[config.mk]
export PLATFORM = sky130hd
export DESIGN_NAME = multicycle_seq
export DESIGN_NICKNAME = d
export VERILOG_FILES = /design/src/rtl/seq_pkg.sv /design/src/rtl/mem_wait_timer.sv /design/src/rtl/multicycle_seq.sv
export SDC_FILE = /design/constraint.sdc
export NUM_CORES = 1
export LEC_CHECK = 0
export CORE_UTILIZATION = 30
export DETAILED_ROUTE_END_ITERATION = 10
export PLACE_DENSITY = 0.6
export SYNTH_ARGS = -nofsm -noshare
export SYNTH_HDL_FRONTEND = slang
export SYNTH_SLANG_ARGS = --single-unit
[constraint.sdc]
create_clock -name clk -period 1.45 [get_ports clk]
set_input_delay 0.29 -clock clk [delete_from_list [all_inputs] [get_ports clk]]
set_output_delay 0.29 -clock clk [all_outputs]
set_load 0.02 [all_outputs]
[src/rtl/seq_pkg.sv]
// rtl/seq_pkg.sv - state encoding, RV32I opcode constants and legality check for multicycle_seq
package seq_pkg;

  localparam int STATE_W = 3;

  typedef enum logic [STATE_W-1:0] {
    S_IDLE   = 3'd0,
    S_FETCH  = 3'd1,
    S_DECODE = 3'd2,
    S_EXEC   = 3'd3,
    S_MEM    = 3'd4,
    S_WB     = 3'd5,
    S_HALT   = 3'd6,
    S_TRAP   = 3'd7
  } seq_state_e;

  localparam logic [6:0] OPC_OP     = 7'b0110011;
  localparam logic [6:0] OPC_OP_IMM = 7'b0010011;
  localparam logic [6:0] OPC_LOAD   = 7'b0000011;
  localparam logic [6:0] OPC_STORE  = 7'b0100011;
  localparam logic [6:0] OPC_BRANCH = 7'b1100011;
  localparam logic [6:0] OPC_JAL    = 7'b1101111;
  localparam logic [6:0] OPC_JALR   = 7'b1100111;
  localparam logic [6:0] OPC_LUI    = 7'b0110111;
  localparam logic [6:0] OPC_AUIPC  = 7'b0010111;
  localparam logic [6:0] OPC_SYSTEM = 7'b1110011;

  function automatic logic is_legal_opcode(input logic [6:0] opc);
    logic legal;
    legal = 1'b0;
    case (opc)
      OPC_OP, OPC_OP_IMM, OPC_LOAD, OPC_STORE, OPC_BRANCH,
      OPC_JAL, OPC_JALR, OPC_LUI, OPC_AUIPC, OPC_SYSTEM: legal = 1'b1;
      default: legal = 1'b0;
    endcase
    return legal;
  endfunction

endpackage

[src/rtl/mem_wait_timer.sv]
// rtl/mem_wait_timer.sv - 8-bit MEM-state wait counter; hit flags the last permitted wait cycle
module mem_wait_timer #(
  parameter int unsigned MAX = 15
) (
  input  logic clk,
  input  logic reset,
  input  logic clr,
  input  logic en,
  output logic hit
);

  // hit fires in the MAX-th enabled cycle, i.e. while the count still reads MAX-1
  localparam logic [7:0] HIT_VAL = 8'(MAX - 1);

  logic [7:0] cnt_q, cnt_d;

  always_comb begin
    cnt_d = cnt_q;
    if (clr) begin
      cnt_d = '0;
    end else if (en) begin
      cnt_d = cnt_q + 8'd1;
    end
  end

  always_ff @(posedge clk) begin
    if (reset) begin
      cnt_q <= '0;
    end else begin
      cnt_q <= cnt_d;
    end
  end

  assign hit = en && (cnt_q == HIT_VAL);

endmodule

[src/rtl/multicycle_seq.sv]
// rtl/multicycle_seq.sv - FETCH/DECODE/EXEC/MEM/WB sequencer gating the RV32I datapath strobes
// Optional cycle/instret performance counters are built when SEQ_PERF_CNT_EN is defined.
module multicycle_seq
  import seq_pkg::*;
#(
  parameter int unsigned MEM_WAIT_MAX = 15
`ifdef SEQ_PERF_CNT_EN
  , parameter int unsigned CNT_W = 32
`endif
) (
  input  logic               clk,
  input  logic               reset,
  input  logic               run,
  input  logic [6:0]         opcode,
  input  logic               rfwenable,
  input  logic               dmwen,
  input  logic               useDM,
  input  logic               dm_ready,
  output logic               ir_en,
  output logic               pc_en,
  output logic               rf_wen,
  output logic               dm_req,
  output logic               dm_wen,
  output logic               busy,
  output logic               halted,
  output logic               illegal,
  output logic               timeout,
  output logic [STATE_W-1:0] state
`ifdef SEQ_PERF_CNT_EN
  , output logic [CNT_W-1:0] cycle_cnt
  , output logic [CNT_W-1:0] instret_cnt
`endif
);

  localparam logic [STATE_W-1:0] ST_IDLE   = S_IDLE;
  localparam logic [STATE_W-1:0] ST_FETCH  = S_FETCH;
  localparam logic [STATE_W-1:0] ST_DECODE = S_DECODE;
  localparam logic [STATE_W-1:0] ST_EXEC   = S_EXEC;
  localparam logic [STATE_W-1:0] ST_MEM    = S_MEM;
  localparam logic [STATE_W-1:0] ST_WB     = S_WB;
  localparam logic [STATE_W-1:0] ST_HALT   = S_HALT;
  localparam logic [STATE_W-1:0] ST_TRAP   = S_TRAP;

  logic [STATE_W-1:0] state_q, state_d;
  logic               halted_q, halted_d;
  logic               illegal_q, illegal_d;
  logic               timeout_q, timeout_d;
  logic               in_mem;
  logic               wait_hit;

  assign in_mem = (state_q == ST_MEM);

  mem_wait_timer #(
    .MAX (MEM_WAIT_MAX)
  ) u_wait (
    .clk   (clk),
    .reset (reset),
    .clr   (!in_mem || dm_ready),
    .en    (in_mem),
    .hit   (wait_hit)
  );

  always_comb begin
    state_d   = state_q;
    halted_d  = halted_q;
    illegal_d = illegal_q;
    timeout_d = timeout_q;
    case (state_q)
      ST_IDLE: begin
        if (run) state_d = ST_FETCH;
      end
      ST_FETCH: state_d = ST_DECODE;
      ST_DECODE: begin
        if (opcode == OPC_SYSTEM) begin
          state_d  = ST_HALT;
          halted_d = 1'b1;
        end else if (!is_legal_opcode(opcode)) begin
          state_d   = ST_TRAP;
          illegal_d = 1'b1;
        end else begin
          state_d = ST_EXEC;
        end
      end
      ST_EXEC: state_d = useDM ? ST_MEM : ST_WB;
      // dm_ready is checked first so a completion on the last wait cycle still retires
      ST_MEM: begin
        if (dm_ready) begin
          state_d = ST_WB;
        end else if (wait_hit) begin
          state_d   = ST_TRAP;
          timeout_d = 1'b1;
        end
      end
      ST_WB: state_d = run ? ST_FETCH : ST_IDLE;
      ST_HALT: state_d = ST_HALT;
      ST_TRAP: state_d = ST_TRAP;
      default: state_d = ST_IDLE;
    endcase
  end

  always_ff @(posedge clk) begin
    if (reset) begin
      state_q   <= ST_IDLE;
      halted_q  <= 1'b0;
      illegal_q <= 1'b0;
      timeout_q <= 1'b0;
    end else begin
      state_q   <= state_d;
      halted_q  <= halted_d;
      illegal_q <= illegal_d;
      timeout_q <= timeout_d;
    end
  end

  // Strobes are decoded from the registered state; the store strobe also waits for dm_ready
  assign ir_en   = (state_q == ST_FETCH);
  assign pc_en   = (state_q == ST_WB);
  assign rf_wen  = (state_q == ST_WB) && rfwenable;
  assign dm_req  = in_mem;
  assign dm_wen  = in_mem && dmwen && dm_ready;
  assign busy    = (state_q != ST_IDLE) && (state_q != ST_HALT) && (state_q != ST_TRAP);
  assign halted  = halted_q;
  assign illegal = illegal_q;
  assign timeout = timeout_q;
  assign state   = state_q;

`ifdef SEQ_PERF_CNT_EN
  logic [CNT_W-1:0] cycle_cnt_q, cycle_cnt_d;
  logic [CNT_W-1:0] instret_cnt_q, instret_cnt_d;

  always_comb begin
    cycle_cnt_d   = busy ? cycle_cnt_q + CNT_W'(1) : cycle_cnt_q;
    instret_cnt_d = (state_q == ST_WB) ? instret_cnt_q + CNT_W'(1) : instret_cnt_q;
  end

  always_ff @(posedge clk) begin
    if (reset) begin
      cycle_cnt_q   <= '0;
      instret_cnt_q <= '0;
    end else begin
      cycle_cnt_q   <= cycle_cnt_d;
      instret_cnt_q <= instret_cnt_d;
    end
  end

  assign cycle_cnt   = cycle_cnt_q;
  assign instret_cnt = instret_cnt_q;
`endif

endmodule

==> results.sh, run 1 <==
export IMPL_max_vdd_ir_drop_v=0.0006094
export IMPL_drt_wl_total_mm=1.915
export IMPL_die_w_um=51.65
export IMPL_synth_warning_count=0
export IMPL_cp_slowest_cell="or3b_4"
export IMPL_multi_input_area_um2=489.2
export IMPL_timing_critical_path_cells="or3b_4 -> inv_4 -> and3_4 -> buf_6"
export IMPL_critical_path_arrival_ps=1360
export IMPL_die_area_um2=2667
export IMPL_synth_cell_types=32
export IMPL_worst_path_max_fanout=2
export IMPL_core_area_um2=2276
export IMPL_placement_rows=17
export IMPL_power_total_mw=1.167
export IMPL_drt_first_iter_violations=14
export IMPL_min_period_ps=1650
export IMPL_clk_path_buf_depth=2
export IMPL_timing_max_transition_violations_final=0
export IMPL_effective_utilization_at_floorplan_pct=32.49
export IMPL_max_slew_worst_pin_slew_ps=337.6
export IMPL_reg2reg_to="u_wait.cnt_q[3]"
export IMPL_crit_reg2reg_launch="state[1]"
export IMPL_cp_end_kind="output port"
export IMPL_p_seq_share_pct=36.6
export IMPL_cap_viol_max_count=0
export IMPL_power_per_cell_area_nw_per_um2=935.0
export IMPL_synth_seq_cells=14
export IMPL_sequential_cell_area_um2=284.0
export IMPL_synth_seq_area_share_pct=37.90
export IMPL_gp_congestion=0.7745
export IMPL_p_clk_share_pct=18.4
export IMPL_die_h_um=51.65
export IMPL_crit_family="simple AND/OR/NAND/NOR gates"
export IMPL_tritoncts="done"
export IMPL_grt_first_pass_wirelength_mm=3.084
export IMPL_final_nets=148
export IMPL_setup_ws_ps=-199.9
export IMPL_antenna_violating_nets_post_route=0
export IMPL_setup_skew_ps=5.565
export IMPL_syn_mean_instance_area_um2=8.309
export IMPL_hold_path_cell_count=2
export IMPL_grt_start_max_net_pins=12
export IMPL_relative_contribution_of_combinational_cells_to_total_power_pct=45.0
export IMPL_async_set_reset_flop_share_out_of_synthesis_pct=0
export IMPL_timing_hold_violations_final=0
export IMPL_grt_antenna_before_repair=0
export IMPL_clock_buffers_created_by_tritoncts=3
export IMPL_synth_top_cells_by_area="dfxtp_1 38%, nor2_1 7.1%, xor2_1 3.6%"
export IMPL_cts_hold_repair_buffers=0
export IMPL_syn_area_um2=739.5
export IMPL_final_hpwl_from_detailed_placement_mm=1.424
export IMPL_critical_path_launch_point_type="register"
export IMPL_finish_utilization_pct=54.87
export IMPL_clk_pin_slew_worst_paths_ps=80
export IMPL_place_ws_ps=-378.1
export IMPL_n_fill_cell=217
export IMPL_finalCritPeriodShare_pct=113.8
export IMPL_cp_buffers_inverters=2
export IMPL_share_of_the_synthesized_area_in_the_top_cell_type_pct=37.90
export IMPL_final_hold_worst_slack_ps=449.3
export IMPL_power_switching_uw=383.6
export IMPL_violations_in_the_final_reports="negative setup slack"
export IMPL_postSynthNetCount=105
export IMPL_io_buffer_count=25
export IMPL_run_status="finished with violations"
export IMPL_fmax_mhz=606.1
export IMPL_drt_pre_antenna_iters=4
export IMPL_grt_total_usage_pct=15.47
export IMPL_switching_share_pct=32.85
export IMPL_synth_cells=89
export IMPL_worst_setup_path_type="reg2out"
export IMPL_syn_to_final_growth_pct=68.87
export IMPL_routed_len_inst_um=12.12
export IMPL_drcViolationCount=0
export IMPL_synth_largest_area_cell="dfxtp_1"
export IMPL_grt_pass1_vias=752
export IMPL_setup_worst_path_start="state[1]"
export IMPL_antennaDiodeCount=0
export IMPL_ff2ff_path_depth=5
export IMPL_rsz_0062_raised_after_global_routing="yes"
export IMPL_holdCritStartpoint="illegal"
export IMPL_number_of_synthesized_flops_with_an_enable_pin=0
export IMPL_route_vias_total=784
export IMPL_tritoncts_sinks=14
export IMPL_synth_ff_type="dfxtp_1"
export IMPL_cts_htree_levels=1
export IMPL_setup_reg_to_reg_worst_slack_ps=-130
export IMPL_relSlewSlack_pct=77.20
export IMPL_max_stage_delay_ps=410
export IMPL_report_final_setup_viol=11
export IMPL_overflow=0
export IMPL_leakage_nw=0.5189
export IMPL_internal_power_uw=783.9
export IMPL_worst_hold_path_endpoint="illegal"
export IMPL_layout_drive_gt1_share_pct=37.69
export IMPL_required_worst_endpoint_ps=1160
export IMPL_clock_insertion_delay_worst_skew_ps=280
export IMPL_ys_top_cells_by_count="14 x dfxtp_1, 14 x nor2_1, 5 x nand2_1"
export IMPL_pin_count=26
export IMPL_worstHoldPathType="reg2reg"
export IMPL_routed_via_density=4.962
export IMPL_cts_root_buffer="clkbuf_4"
==> state kept, by name, summed over array words and instances, names as in the netlist <==
signal        cells
state             3
halted            1
timeout           1
u_wait.cnt_q      8
illegal           1
==> through the flow <==
step / TNS [ps] / instance area (um^2) / cells
4_1_cts: -1805 / 1190 / 157
6_report: -1391 / 1249 / 158
5_1_grt: -2019 / 1249 / 158
3_3_place_gp: -3249 / 1104 / 150
3_5_place_dp: -3571 / 1104 / 150
2_1_floorplan: -1236 / 760.7 / 89
==> logic make-up after synthesis <==
group           after synthesis  share of synthesized area, %
fa+ha+maj                     3                         4.737
compound gates               15                         14.04
buf+inv                       8                         6.259
xor+xnor                      5                         5.923
flops                        14                         37.90
simple gates                 44                         31.13
==> cells in the final DEF, fill, tap and decap left out, types with 3 or more instances in the layout <==
cell             instances
buf_4                   12
nand3_1                  3
xor2_1                   3
nor2_2                   4
dlygate4sd2_1            4
a211oi_1                 3
nor2_1                   9
clkbuf_4                 3
dfxtp_1                 11
nand2_1                  5
a21oi_1                  4
dfxtp_2                  3
clkdlybuf4s50_1         12
o21ai_0                  3
buf_6                   11
==> layer usage <==
layer | wire length, um | up-vias | GRT usage (%)
met4 | 10 | 0 | 2.703
met5 | 0 | - | 0
met1 | 911 | 369 | 18.89
met3 | 72 | 2 | 5.263
li1 | - | 401 | -
met2 | 921 | 12 | 26.41
==> final cells by class <==
type | instances | share of cell area, %
Multi-Input combinational cell | 67 | 39.18
Timing Repair Buffer | 42 | 31.86
Sequential cell | 14 | 22.75
Tap cell | 28 | 2.806
Clock buffer | 3 | 1.804
Inverter | 4 | 1.603
==> power groups by stage <==
stage | Sequential, mW | Clock (mW) | Combinational (mW)
after floorplan | 0.467 | 0 | 0.195
after global placement | 0.428 | 0 | 0.439
after detailed placement | 0.430 | 0 | 0.439
after CTS | 0.426 | 0.222 | 0.490
after global routing | 0.431 | 0.235 | 0.563
final | 0.428 | 0.214 | 0.525
==> tightest hold or removal path, cell delays in order, from the launching register on <==
cell and delay [ps]:
dfxtp_1 310, inv_1 40, a21oi_1 50
==> worst max-delay path by stage <==
stage,end,slack [ps],cells after the start
after detailed placement,dm_wen,-380,3
final,dm_wen,-200,4
after floorplan,dm_wen,-120,5
after global routing,dm_wen,-230,4
after CTS,dm_wen,-200,4
after global placement,dm_wen,-380,4
==> repair_timing <==
action                                 4_1_cts  5_1_grt
setup endpoints to repair                   20       17
gates resized for setup                     54       20
buffers inserted                             4        3
pin swaps                                    8        7
endpoints found under the hold margin        0        0
No activity file was read; power rests on OpenSTA's default activity.
==> run 2, diff against run 1 <==
--- a/config.mk
+++ b/config.mk
@@ -5,9 +5,9 @@
 export SDC_FILE = /design/constraint.sdc
 export NUM_CORES = 1
 export LEC_CHECK = 0
-export CORE_UTILIZATION = 30
+export CORE_UTILIZATION = 35
 export DETAILED_ROUTE_END_ITERATION = 10
-export PLACE_DENSITY = 0.6
+export PLACE_DENSITY = 0.68
 export SYNTH_ARGS = -nofsm -noshare
 export SYNTH_HDL_FRONTEND = slang
 export SYNTH_SLANG_ARGS = --single-unit
==> results.sh, run 2 (synthesized netlist as in run 1, its figures left out) <==
export IMPL_reg2reg_to="u_wait.cnt_q[3]"
export IMPL_cts_htree_levels=1
export IMPL_critical_path_launch_point_type="register"
export IMPL_core_area_um2=1982
export IMPL_cp_buffers_inverters=2
export IMPL_layout_cells_most_common="buf_4"
export IMPL_io_buffer_count=25
export IMPL_drt_pre_antenna_iters=4
export IMPL_antenna_violating_nets_post_route=0
export IMPL_die_area_um2=2301
export IMPL_final_hpwl_from_detailed_placement_mm=1.329
export IMPL_gp_congestion=0.8212
export IMPL_clock_buffers_created_by_tritoncts=3
export IMPL_clock_insertion_delay_worst_skew_ps=280
export IMPL_power_total_mw=1.132
export IMPL_grt_antenna_before_repair=0
export IMPL_required_worst_endpoint_ps=1160
export IMPL_grt_total_usage_pct=17.16
export IMPL_worst_path_stages=4
export IMPL_cts_hold_repair_buffers=0
export IMPL_largest_reg_flops=8
export IMPL_run_status="finished with violations"
export IMPL_fmax_mhz=610.3
export IMPL_drt_first_iter_violations=8
export IMPL_timing_critical_path_cells="or3b_4 -> inv_4 -> and3_4 -> buf_6"
export IMPL_n_fill_cell=167
export IMPL_tns_ps=-1762
export IMPL_final_nets=146
export IMPL_leakage_nw=0.4924
export IMPL_placement_rows=16
export IMPL_final_hold_worst_slack_ps=448.3
export IMPL_worst_path_max_fanout=2
export IMPL_setup_ws_ps=-188.6
export IMPL_syn_to_final_growth_pct=62.77
export IMPL_drt_wl_total_mm=1.767
export IMPL_route_vias_total=748
export IMPL_pin_count=26
export IMPL_violations_in_the_final_reports="negative setup slack"
export IMPL_cap_viol_max_count=0
export IMPL_finalCritPeriodShare_pct=113.0
export IMPL_commonest_non_fill_non_tap_cells_in_the_layout="14 x buf_4, 13 x clkdlybuf4s50_1, 11 x dfxtp_1"
export IMPL_grt_start_max_net_pins=12
export IMPL_worstHoldPathType="reg2reg"
export IMPL_cts_root_buffer="clkbuf_4"
export IMPL_effective_utilization_at_floorplan_pct=37.31
export IMPL_crit_family="simple AND/OR/NAND/NOR gates"
export IMPL_setup_skew_ps=7.855
export IMPL_worst_setup_path_type="reg2out"
export IMPL_report_final_setup_viol=12
export IMPL_ff2ff_path_depth=5
export IMPL_routed_via_density=4.826
export IMPL_tritoncts="done"
export IMPL_timing_critical_path_to="dm_wen"
export IMPL_crit_reg2reg_launch="state[1]"
export IMPL_max_vdd_ir_drop_v=0.0004898
export IMPL_registers_top_by_ff_count="u_wait.cnt_q"
export IMPL_rsz_0062_raised_after_global_routing="yes"
export IMPL_tritoncts_sinks=14
export IMPL_setup_reg_to_reg_worst_slack_ps=-170
export IMPL_routed_len_inst_um=11.40
export IMPL_min_period_ps=1639
export IMPL_clk_path_buf_depth=2
export IMPL_setup_worst_path_start="state[1]"
export IMPL_drcViolationCount=0
export IMPL_cp_end_kind="output port"
export IMPL_timing_hold_violations_final=0
export IMPL_clk_pin_slew_worst_paths_ps=80
export IMPL_overflow=0
export IMPL_max_stage_delay_ps=410
export IMPL_die_w_um=47.97
export IMPL_max_slew_worst_pin_slew_ps=287.9
export IMPL_layout_drive_gt1_share_pct=35.16
export IMPL_grt_first_pass_wirelength_mm=2.615
export IMPL_die_h_um=47.97
export IMPL_relSlewSlack_pct=80.65
export IMPL_power_per_cell_area_nw_per_um2=940.6
export IMPL_cp_slowest_cell="or3b_4"
export IMPL_place_ws_ps=-398.1
export IMPL_grt_pass1_vias=609
export IMPL_antennaDiodeCount=0
export IMPL_critical_path_arrival_ps=1350
export IMPL_timing_max_transition_violations_final=0
run 2: repair_timing:
item / in CTS / in global routing
pin swaps: 5 / 5
gates cloned: 0 / 0
endpoints found under the setup margin: 20 / 18
gates resized for setup: 47 / 18
buffers inserted: 0 / 4
run 2: power by group:
group          internal (mW)  switching, mW
Combinational          0.246          0.246
Sequential             0.412         0.0122
Clock                 0.0964          0.120
run 2: tightest hold or removal path, delay by kind of cell, from the launching register on:
kind            cells  cell delay, ps
compound gates      1              50
buf+inv             1              40
flops               1             310
run 2: routing by layer:
layer  global-route usage, %  vias up  wire length, um
li1                        -      392                -
met1                   22.32      340              808
met2                   24.86       12              850
met3                   4.151        4               65
met4                   11.67        0               42
met5                       0        -                0
run 2: final cells by class:
| cell class | count | area (um^2) | area share [%] |
|---|---|---|---|
| sequential | 14 | 284.0 | 23.60 |
| clock buffer | 3 | 22.52 | 1.871 |
| tap | 27 | 33.78 | 2.807 |
| multi-input combinational | 67 | 486.7 | 40.44 |
| timing repair buffer | 40 | 354.1 | 29.42 |
| inverter | 4 | 22.52 | 1.871 |
run 2: how the worst min path moves through the flow:
stage | start | end | slack (ps) | depth (start not counted)
final | illegal | illegal | 450 | 2
after global routing | illegal | illegal | 510 | 2
after CTS | illegal | illegal | 450 | 2
after detailed placement | illegal | illegal | 440 | 2
after global placement | illegal | illegal | 440 | 2
after floorplan | reset | state[1] | 350 | 1
run 2: per-stage QoR:
step	cell area, um^2	cells	util (%)
floorplan	760.7	89	-
detailed placement	1095	148	55.24
global route	1204	155	60.73
global placement	1095	148	55.24
CTS	1131	151	57.07
finish	1204	155	60.73
